$ cat config.mk
export PLATFORM = sky130hd
export DESIGN_NAME = rr_port_arbiter
export DESIGN_NICKNAME = d
export VERILOG_FILES = /design/src/rtl/router_pkg.sv /design/src/rtl/rr_pick.sv /design/src/rtl/rr_port_arbiter.sv
export SDC_FILE = /design/constraint.sdc
export NUM_CORES = 1
export LEC_CHECK = 0
export BUFFER_PORTS_ARGS = -buffer_cell sky130_fd_sc_hd__buf_2
export CORE_UTILIZATION = 50
export CTS_CLUSTER_SIZE = 16
export DETAILED_ROUTE_END_ITERATION = 8
export PLACE_DENSITY_LB_ADDON = 0.1
export SYNTH_ARGS = -nofsm -noshare
export SYNTH_HDL_FRONTEND = slang
export SYNTH_HIERARCHICAL = 1
export SYNTH_SLANG_ARGS = --single-unit
$ cat constraint.sdc
create_clock -name clk -period 5.9 [get_ports clk]
set_input_delay 1.18 -clock clk [delete_from_list [all_inputs] [get_ports clk]]
set_output_delay 1.18 -clock clk [all_outputs]
set_load 0.05 [all_outputs]
$ cat src/rtl/router_pkg.sv
// Shared router types: the inbound packet format and the destID -> output-port route tables.
package router_pkg;

  localparam int NPORTS   = 4;
  localparam int MAX_DEST = 5;
  localparam int PORT_W   = $clog2(NPORTS);

  typedef struct packed {
    logic [3:0]  destID;
    logic [31:0] payload;
  } pkt_t;

  function automatic logic dest_valid(input logic [3:0] dest_id);
    return dest_id <= 4'(MAX_DEST);
  endfunction

  // Only meaningful for destinations that pass dest_valid().
  function automatic logic [PORT_W-1:0] route_port(input int router_id, input logic [3:0] dest_id);
    logic [PORT_W-1:0] port;
    port = '0;
    if (router_id == 0) begin
      case (dest_id)
        4'd0:    port = 2'd0;
        4'd1:    port = 2'd2;
        4'd2:    port = 2'd3;
        default: port = 2'd1;
      endcase
    end else begin
      case (dest_id)
        4'd3:    port = 2'd0;
        4'd4:    port = 2'd1;
        4'd5:    port = 2'd2;
        default: port = 2'd3;
      endcase
    end
    return port;
  endfunction

endpackage

$ cat src/rtl/rr_pick.sv
// Round-robin picker: grants the first requester at or above ptr, wrapping modulo NPORTS.
module rr_pick #(
  parameter int NPORTS = 4
) (
  input  logic [NPORTS-1:0]         req,
  input  logic [$clog2(NPORTS)-1:0] ptr,
  output logic [NPORTS-1:0]         gnt,
  output logic                      any
);

  localparam int PW = $clog2(NPORTS);

  logic [PW-1:0] idx;

  always_comb begin
    gnt = '0;
    any = 1'b0;
    idx = '0;
    for (int k = 0; k < NPORTS; k++) begin
      idx = PW'((int'(ptr) + k) % NPORTS);
      if (!any && req[idx]) begin
        gnt[idx] = 1'b1;
        any      = 1'b1;
      end
    end
  end

endmodule

$ cat src/rtl/rr_port_arbiter.sv
// Round-robin output-port scheduler: routes each FIFO head, grants each free output to one
// input per cycle, and holds the output busy while its producer serialises the packet.
module rr_port_arbiter
  import router_pkg::*;
#(
  parameter int ROUTERID    = 0,
  parameter int NPORTS      = router_pkg::NPORTS,
  parameter int HOLD_CYCLES = 5
) (
  input  logic              clk,
  input  logic              rst_b,
  input  logic [NPORTS-1:0] q_empty,
  input  pkt_t              q_head [NPORTS],
  output logic [NPORTS-1:0] deq,
  output logic [NPORTS-1:0] send_en,
  output pkt_t              send_pkt [NPORTS],
  output logic              drop_err
);

  localparam int PW = $clog2(NPORTS);
  localparam int CW = $clog2(HOLD_CYCLES + 1);

  logic [NPORTS-1:0] bad_head;
  logic [NPORTS-1:0] req [NPORTS];
  logic [NPORTS-1:0] gnt [NPORTS];
  logic [NPORTS-1:0] out_any;
  logic [PW-1:0]     win_idx [NPORTS];
  logic [PW-1:0]     rr_ptr [NPORTS];
  logic [CW-1:0]     busy_cnt [NPORTS];

  // Each valid head requests exactly one output, so outputs arbitrate independently.
  always_comb begin
    bad_head = '0;
    for (int i = 0; i < NPORTS; i++) begin
      bad_head[i] = ~q_empty[i] && !dest_valid(q_head[i].destID);
    end
    for (int o = 0; o < NPORTS; o++) begin
      req[o] = '0;
      for (int i = 0; i < NPORTS; i++) begin
        req[o][i] = ~q_empty[i] && dest_valid(q_head[i].destID) &&
                    (route_port(ROUTERID, q_head[i].destID) == PORT_W'(o)) &&
                    (busy_cnt[o] == '0);
      end
    end
  end

  for (genvar o = 0; o < NPORTS; o++) begin : g_pick
    rr_pick #(.NPORTS(NPORTS)) u_pick (
      .req (req[o]),
      .ptr (rr_ptr[o]),
      .gnt (gnt[o]),
      .any (out_any[o])
    );
  end

  // Invalid heads are popped at once; reset suppresses any dequeue.
  always_comb begin
    deq = bad_head;
    for (int o = 0; o < NPORTS; o++) begin
      win_idx[o] = '0;
      for (int i = 0; i < NPORTS; i++) begin
        if (gnt[o][i]) win_idx[o] = PW'(i);
      end
      deq = deq | gnt[o];
    end
    if (!rst_b) deq = '0;
  end

  always_ff @(posedge clk or negedge rst_b) begin
    if (!rst_b) begin
      send_en  <= '0;
      drop_err <= 1'b0;
      for (int o = 0; o < NPORTS; o++) begin
        busy_cnt[o] <= '0;
        rr_ptr[o]   <= '0;
        send_pkt[o] <= '0;
      end
    end else begin
      send_en  <= out_any;
      drop_err <= |bad_head;
      for (int o = 0; o < NPORTS; o++) begin
        if (out_any[o]) begin
          busy_cnt[o] <= CW'(HOLD_CYCLES);
          rr_ptr[o]   <= (win_idx[o] == PW'(NPORTS - 1)) ? '0 : win_idx[o] + PW'(1);
          send_pkt[o] <= q_head[win_idx[o]];
        end else if (busy_cnt[o] != '0) begin
          busy_cnt[o] <= busy_cnt[o] - CW'(1);
        end
      end
    end
  end

endmodule

==> results.py, run 1 <==
metrics = {
    "status": {
        "status": "finished clean",
    },
    "cts": {
        "cts_root_buf": "clkbuf_16",
        "cts_max_level": 4,
        "clk_latency_ps": 450,
        "clk_path_buf_depth": 2,
        "cts.repair.resized": 0,
        "cts_tree": "done",
        "numClockSinks": 169,
        "postCtsHoldBufs": 0,
        "clk_pin_slew_ps": 70,
        "cts_buffers": 17,
        "cts_setup_buffers": 0,
    },
    "logic_synthesis": {
        "ys.warnings.count": 6,
        "synth.distinct_cells": 47,
        "synth_area_leaders": "dfrtp_1 34%, mux2_2 12%, a22oi_1 7.0%",
        "synth_top_family_by_area": "compound AO/OA/AOI/OAI gates",
        "synth_compound_area_share_pct": 22.56,
        "netlist_instances": 1416,
        "seq_area_frac_synth_pct": 33.79,
        "synthesis.area_sq_um": 12510,
        "synth_area_leader_cell": "dfrtp_1",
        "ys_ff_latch": 169,
        "synthFlopType": "dfrtp_1",
        "async_reset_ff_share_pct": 100.0,
        "syn_nets": 1598,
        "yosys.area.top_type_share_pct": 33.79,
        "synthAdderAreaFrac_pct": 3.199,
        "synth_edf_count": 0,
        "syn_avg_cell_area_sq_um": 8.838,
        "synth_xor_area_share_pct": 0.2799,
        "synth.area.mux_share_pct": 17.12,
        "synthSimpleGateAreaFrac_pct": 16.53,
    },
    "global_routing": {
        "grt_pass1_wl_um": 67740,
        "antenna_found_initial": 6,
        "overflow": 0,
        "first_global_vias": 11700,
        "grtUsageTotal_pct": 33.77,
        "grt_max_degree": 80,
    },
    "sta": {
        "skew_ps": 23.38,
        "fin_crit_ps": 5503,
        "max_slew_margin_pct": 14.59,
        "setup_tns_ps": 0,
        "drv_slew": 0,
        "fmax_mhz": 181.7,
        "tightest_slew_ps": 1278,
        "fin_crit_sh_pct": 93.27,
        "finalHoldViolations": 0,
        "setup_violations": 0,
        "rsz0062_at_grt": "false",
    },
    "die": {
        "die_h_um": 160.2,
        "rows": 57,
        "start_util_pct": 51.16,
        "die-area_sq_um": 25670,
        "core_sq_um": 24460,
        "die_x_um": 160.2,
        "num_io_pins": 303,
    },
    "drt": {
        "drt-initial-drc-count": 953,
        "wl_um": 43380,
        "drt-pass1-iter-count": 5,
        "via_per_inst": 6.231,
        "ant_nets": 0,
        "wl_per_cell_um": 21.99,
        "vias": 12290,
        "drcViolationCount": 0,
    },
    "setup_path": {
        "cp_max_fo": 8,
        "r2r_end": "send_pkt[96]",
        "slowest_stage": "or4_1",
        "crit_chain": "buf_2 -> or4_1 -> nor2_1 -> mux2i_1 -> mux2_2 -> a211oi_1 -> o2bb2ai_4 -> or4_1 -> o21a_1 -> buf_2",
        "critPathBufInv": 2,
        "r2r_slack_ps": 1380,
        "cpPeakStageDelay_ps": 570,
        "endpoint_kind": "primary output",
        "r2r.worst_path.cells": 12,
        "critPathTopFamily": "simple AND/OR/NAND/NOR gates",
        "r2r_start": "busy_cnt[6]",
        "path_class": "in -> out",
        "start_kind": "input pin",
        "required_ps": 4720,
        "critPathArrivalTime_ps": 4320,
    },
    "layout": {
        "synthToLayoutAreaGrowth_pct": 18.49,
        "fin_area_sq_um": 14830,
        "drive_above_1_share_pct": 32.99,
        "layout_commonest_cell": "buf_2",
        "final_cell_mix": "301 x buf_2, 194 x nand2_1, 169 x dfrtp_1",
        "nFillCells": 2170,
        "layout.nets": 1816,
    },
    "power": {
        "power.ir.vdd_worst_v": 0.0002837,
        "powerDensity_nw_per_um2": 515.2,
        "power_leakage_nw": 6.314,
    },
    "hold_path": {
        "hold_class": "reg -> reg",
        "min_from": "busy_cnt[11]",
        "min_to": "busy_cnt[11]",
        "whs_path_depth": 1,
    },
    "placement": {
        "dpl.hpwl_um": 27290,
        "port_buffers": 302,
        "gp_congestion": 0.8904,
        "placed_area_sq_um": 14210,
    },
    "run": {
        "cap_violations": 0,
    },
}
[area by class of cell]
type | instances | area [sq um] | share of cell area [%]
Multi-Input combinational cell | 1078 | 7690 | 51.86
Tap cell | 324 | 405.4 | 2.734
Antenna cell | 3 | 7.507 | 0.05063
Clock inverter | 14 | 181.4 | 1.224
Clock buffer | 17 | 425.4 | 2.869
Inverter | 33 | 123.9 | 0.8354
Timing Repair Buffer | 335 | 1765 | 11.91
Sequential cell | 169 | 4229 | 28.52
[where the power goes]
part           internal (W)  switching, W  leakage [nW]
clock network      0.000608      0.000568         0.295
registers           0.00174      0.000369          1.98
logic               0.00115       0.00321          4.04
total               0.00350       0.00414          6.31
[cell usage after synthesis (8+ instances only)]
master	instances
o22a_1	28
a21oi_1	12
mux2_2	136
and3_1	8
nand2_1	194
dfrtp_1	169
nor2_1	147
nor2b_1	8
o22ai_1	24
ha_1	32
inv_1	33
o211ai_1	32
a31oi_1	116
buf_6	9
nand2b_1	25
a211oi_1	12
clkbuf_1	54
mux2i_1	52
buf_2	55
o2bb2ai_1	16
nor4_1	12
buf_4	12
a22oi_1	116
nor3_1	35
[metrics by stage]
| stage | utilization [%] | setup slack [ps] | instances | hold WS [ps] | total power (W) |
|---|---|---|---|---|---|
| floorplan | - | 407.2 | 1416 | 443.2 | 0.005358 |
| global placement | 58.10 | 503.3 | 1939 | 457.7 | 0.006412 |
| detailed placement | 58.10 | 420.3 | 1939 | 469.5 | 0.006453 |
| CTS | 60.59 | 413.6 | 1970 | 483.2 | 0.007640 |
| global route | 60.61 | 230.9 | 1972 | 494.9 | 0.008024 |
| finish | 60.62 | 397.2 | 1973 | 484.6 | 0.007640 |
[per-layer routing]
| layer | track usage, % | routed length (um) | share of wire, % |
|---|---|---|---|
| met4 | 10.43 | 1071 | 2.5 |
| met3 | 8.571 | 4199 | 9.7 |
| met1 | 44.99 | 18170 | 42 |
| met5 | 0 | 20 | 0.046 |
| met2 | 53.74 | 19920 | 46 |
[logic make-up after synthesis]
| logic type | count (synthesis) |
|---|---|
| DFF | 169 |
| buffers and inverters | 169 |
| adders and majority gates | 32 |
| muxes | 192 |
| AOI/OAI and AO/OA | 385 |
| xor gates and xnor gates | 4 |
| and+or+nand+nor | 465 |
[state kept, by name (all words and copies together), names as in the netlist]
name,flops
send_pkt,144
drop_err,1
busy_cnt,12
rr_ptr,8
send_en,4
[worst reg2reg max path, cell delays in order (launching register included)]
cell and delay (ps):
dfrtp_1 400, inv_1 80, ha_1 170, nand2b_1 250, nor4_1 640, mux2i_1 310, mux2_2 390, a211oi_1 370
o2bb2ai_4 120, buf_4 360, nor2_4 970, nand2_1 150, a31oi_1 230
[how the worst max path moves through the flow]
stage / start / to / slack [ps] / depth (start not counted)
finish: q_head[34] / deq[1] / 400 / 10
global route: q_head[34] / deq[1] / 230 / 10
CTS: q_head[34] / deq[1] / 410 / 10
detailed placement: q_head[34] / deq[1] / 420 / 10
global placement: q_head[34] / deq[1] / 500 / 10
floorplan: q_head[34] / deq[3] / 410 / 12
No activity file was read; power rests on OpenSTA's default activity.
==> run 2, diff against run 1 <==
--- a/config.mk
+++ b/config.mk
@@ -9,6 +9,7 @@
 export CORE_UTILIZATION = 50
 export CTS_CLUSTER_SIZE = 16
 export DETAILED_ROUTE_END_ITERATION = 8
+export MAX_ROUTING_LAYER = met4
 export PLACE_DENSITY_LB_ADDON = 0.1
 export SYNTH_ARGS = -nofsm -noshare
 export SYNTH_HDL_FRONTEND = slang
==> constraint.sdc (replaced) <==
create_clock -name clk -period 6.41 [get_ports clk]
set_input_delay 1.282 -clock clk [delete_from_list [all_inputs] [get_ports clk]]
set_output_delay 1.282 -clock clk [all_outputs]
set_load 0.05 [all_outputs]
==> run 2 against run 1 <==
Against the previous run:
- sequential cell count unchanged
- sequential share of layout area about the same
- clock power down 11%
- final cell count shrank 0.10%
==> results.py, run 2 (same netlist as run 1, synthesis figures left out) <==
metrics = {
    "placement": {
        "gp_congestion": 0.8894,
        "dpl.hpwl_um": 27770,
        "port_buffers": 302,
        "place_ws_ps": 512.7,
    },
    "hold_path": {
        "hold_class": "reg -> reg",
    },
    "setup_path": {
        "critPathTopFamily": "simple AND/OR/NAND/NOR gates",
        "start_kind": "input pin",
        "critPathBufInv": 2,
        "critPathArrivalTime_ps": 4670,
        "cp_max_fo": 8,
        "endpoint_kind": "primary output",
        "cpPeakStageDelay_ps": 600,
        "crit_chain": "buf_2 -> or4_1 -> nor3_1 -> mux2i_1 -> mux2_2 -> a2111oi_2 -> o2bb2ai_1 -> or4_1 -> o21a_1 -> buf_2",
        "slowest_stage": "nor3_1",
        "path_class": "in -> out",
        "required_ps": 5130,
    },
    "sta": {
        "fin_crit_ps": 5955,
        "finalHoldViolations": 0,
        "skew_ps": 19.96,
        "fin_crit_sh_pct": 92.90,
        "tightest_slew_ps": 1053,
        "rsz0062_at_grt": "false",
        "setup_violations": 0,
        "fmax_mhz": 167.9,
        "drv_slew": 0,
        "setup_tns_ps": 0,
        "max_slew_margin_pct": 29.79,
        "fin_ws_ps": 455.0,
    },
    "power": {
        "power_leakage_nw": 6.293,
        "power.ir.vdd_worst_v": 0.0004073,
        "powerDensity_nw_per_um2": 473.2,
    },
    "layout": {
        "reg.largest.list": "send_pkt: 144 flops, busy_cnt: 12 flops, rr_ptr: 8 flops",
        "final_util_pct": 60.56,
        "top_register": "send_pkt",
        "largest_reg_flops": 144,
        "layout_commonest_cell": "buf_2",
        "nFillCells": 2193,
        "layout.nets": 1812,
        "drive_above_1_share_pct": 32.83,
        "final_cell_mix": "301 x buf_2, 194 x nand2_1, 169 x dfrtp_1",
        "synthToLayoutAreaGrowth_pct": 18.38,
    },
    "cts": {
        "clk_latency_ps": 450,
        "cts_root_buf": "clkbuf_16",
        "numClockSinks": 169,
        "clk_path_buf_depth": 2,
        "cts_setup_buffers": 0,
        "cts_buffers": 17,
        "cts.repair.resized": 0,
        "cts_tree": "done",
        "cts_max_level": 4,
        "clk_pin_slew_ps": 70,
        "postCtsHoldBufs": 0,
    },
    "drt": {
        "drt-initial-drc-count": 1042,
        "drt-pass1-iter-count": 6,
        "wl_um": 44590,
        "wl_per_cell_um": 22.63,
        "drcViolationCount": 0,
        "via_per_inst": 6.265,
        "vias": 12350,
        "ant_nets": 0,
    },
    "die": {
        "die_h_um": 160.2,
        "die_x_um": 160.2,
        "core_sq_um": 24460,
        "start_util_pct": 51.16,
        "rows": 57,
        "die-area_sq_um": 25670,
        "num_io_pins": 303,
    },
    "run": {
        "cap_violations": 0,
    },
    "global_routing": {
        "grt_max_degree": 80,
        "first_global_vias": 12080,
        "grt_pass1_wl_um": 69440,
        "grtUsageTotal_pct": 35.89,
        "antenna_found_initial": 5,
        "overflow": 0,
    },
    "status": {
        "status": "finished clean",
    },
}
## run 2: metal layers
metal / global-route usage (%) / share of wire [%] / vias up
met5: - / 0 / -
met4: 12.94 / 2.9 / 0
met2: 55.06 / 46 / 635
met1: 46.14 / 42 / 5959
li1: - / - / 5669
met3: 8.390 / 9.2 / 86
## run 2: where the power goes
part	total (W)	internal [W]	switching (W)
Clock	0.00105	0.000521	0.000525
Combinational	0.00396	0.00106	0.00291
Sequential	0.00200	0.00160	0.000404
Total	0.00701	0.00318	0.00384
## run 2: worst paths after layout
check	slack, ps	endpoint	startpoint	cells after the start
worst min register to register	480	busy_cnt[11]	busy_cnt[11]	1
max in group asynchronous	3480	send_pkt[0]	rst_b	3
worst max-delay path	450	deq[0]	q_head[34]	10
min in group asynchronous	710	send_pkt[142]	rst_b	1
worst max register to register	1670	send_pkt[73]	rr_ptr[4]	11
worst min-delay path	480	busy_cnt[11]	busy_cnt[11]	1
## run 2: final cells by class
cell class | instances | area [sq um] | share of cell area [%]
Tap cell | 324 | 405.4 | 2.736
Multi-Input combinational cell | 1078 | 7690 | 51.91
Clock buffer | 17 | 425.4 | 2.872
Inverter | 33 | 123.9 | 0.8362
Clock inverter | 14 | 155.1 | 1.047
Antenna cell | 5 | 12.51 | 0.08446
Timing Repair Buffer | 331 | 1773 | 11.97
Sequential cell | 169 | 4229 | 28.55
## run 2: through the flow
step	hold slack [ps]	instance area (sq um)	power, W	instances
floorplan	443.2	12510	0.004931	1416
global placement	457.5	14220	0.005913	1935
detailed placement	468.0	14220	0.005950	1935
CTS	481.6	14800	0.007003	1966
global route	495.3	14810	0.007368	1971
finish	483.4	14810	0.007011	1971
## run 2: worst reg2reg max path, stage by stage (launching register included)
cell       delay [ps]
dfrtp_1           780
inv_1             250
ha_1              520
mux2i_1           440
o22ai_1           130
a211oi_1          420
o2bb2ai_4         330
buf_4             380
nor2b_4           680
buf_4             410
a22oi_1           120
a31oi_1           200
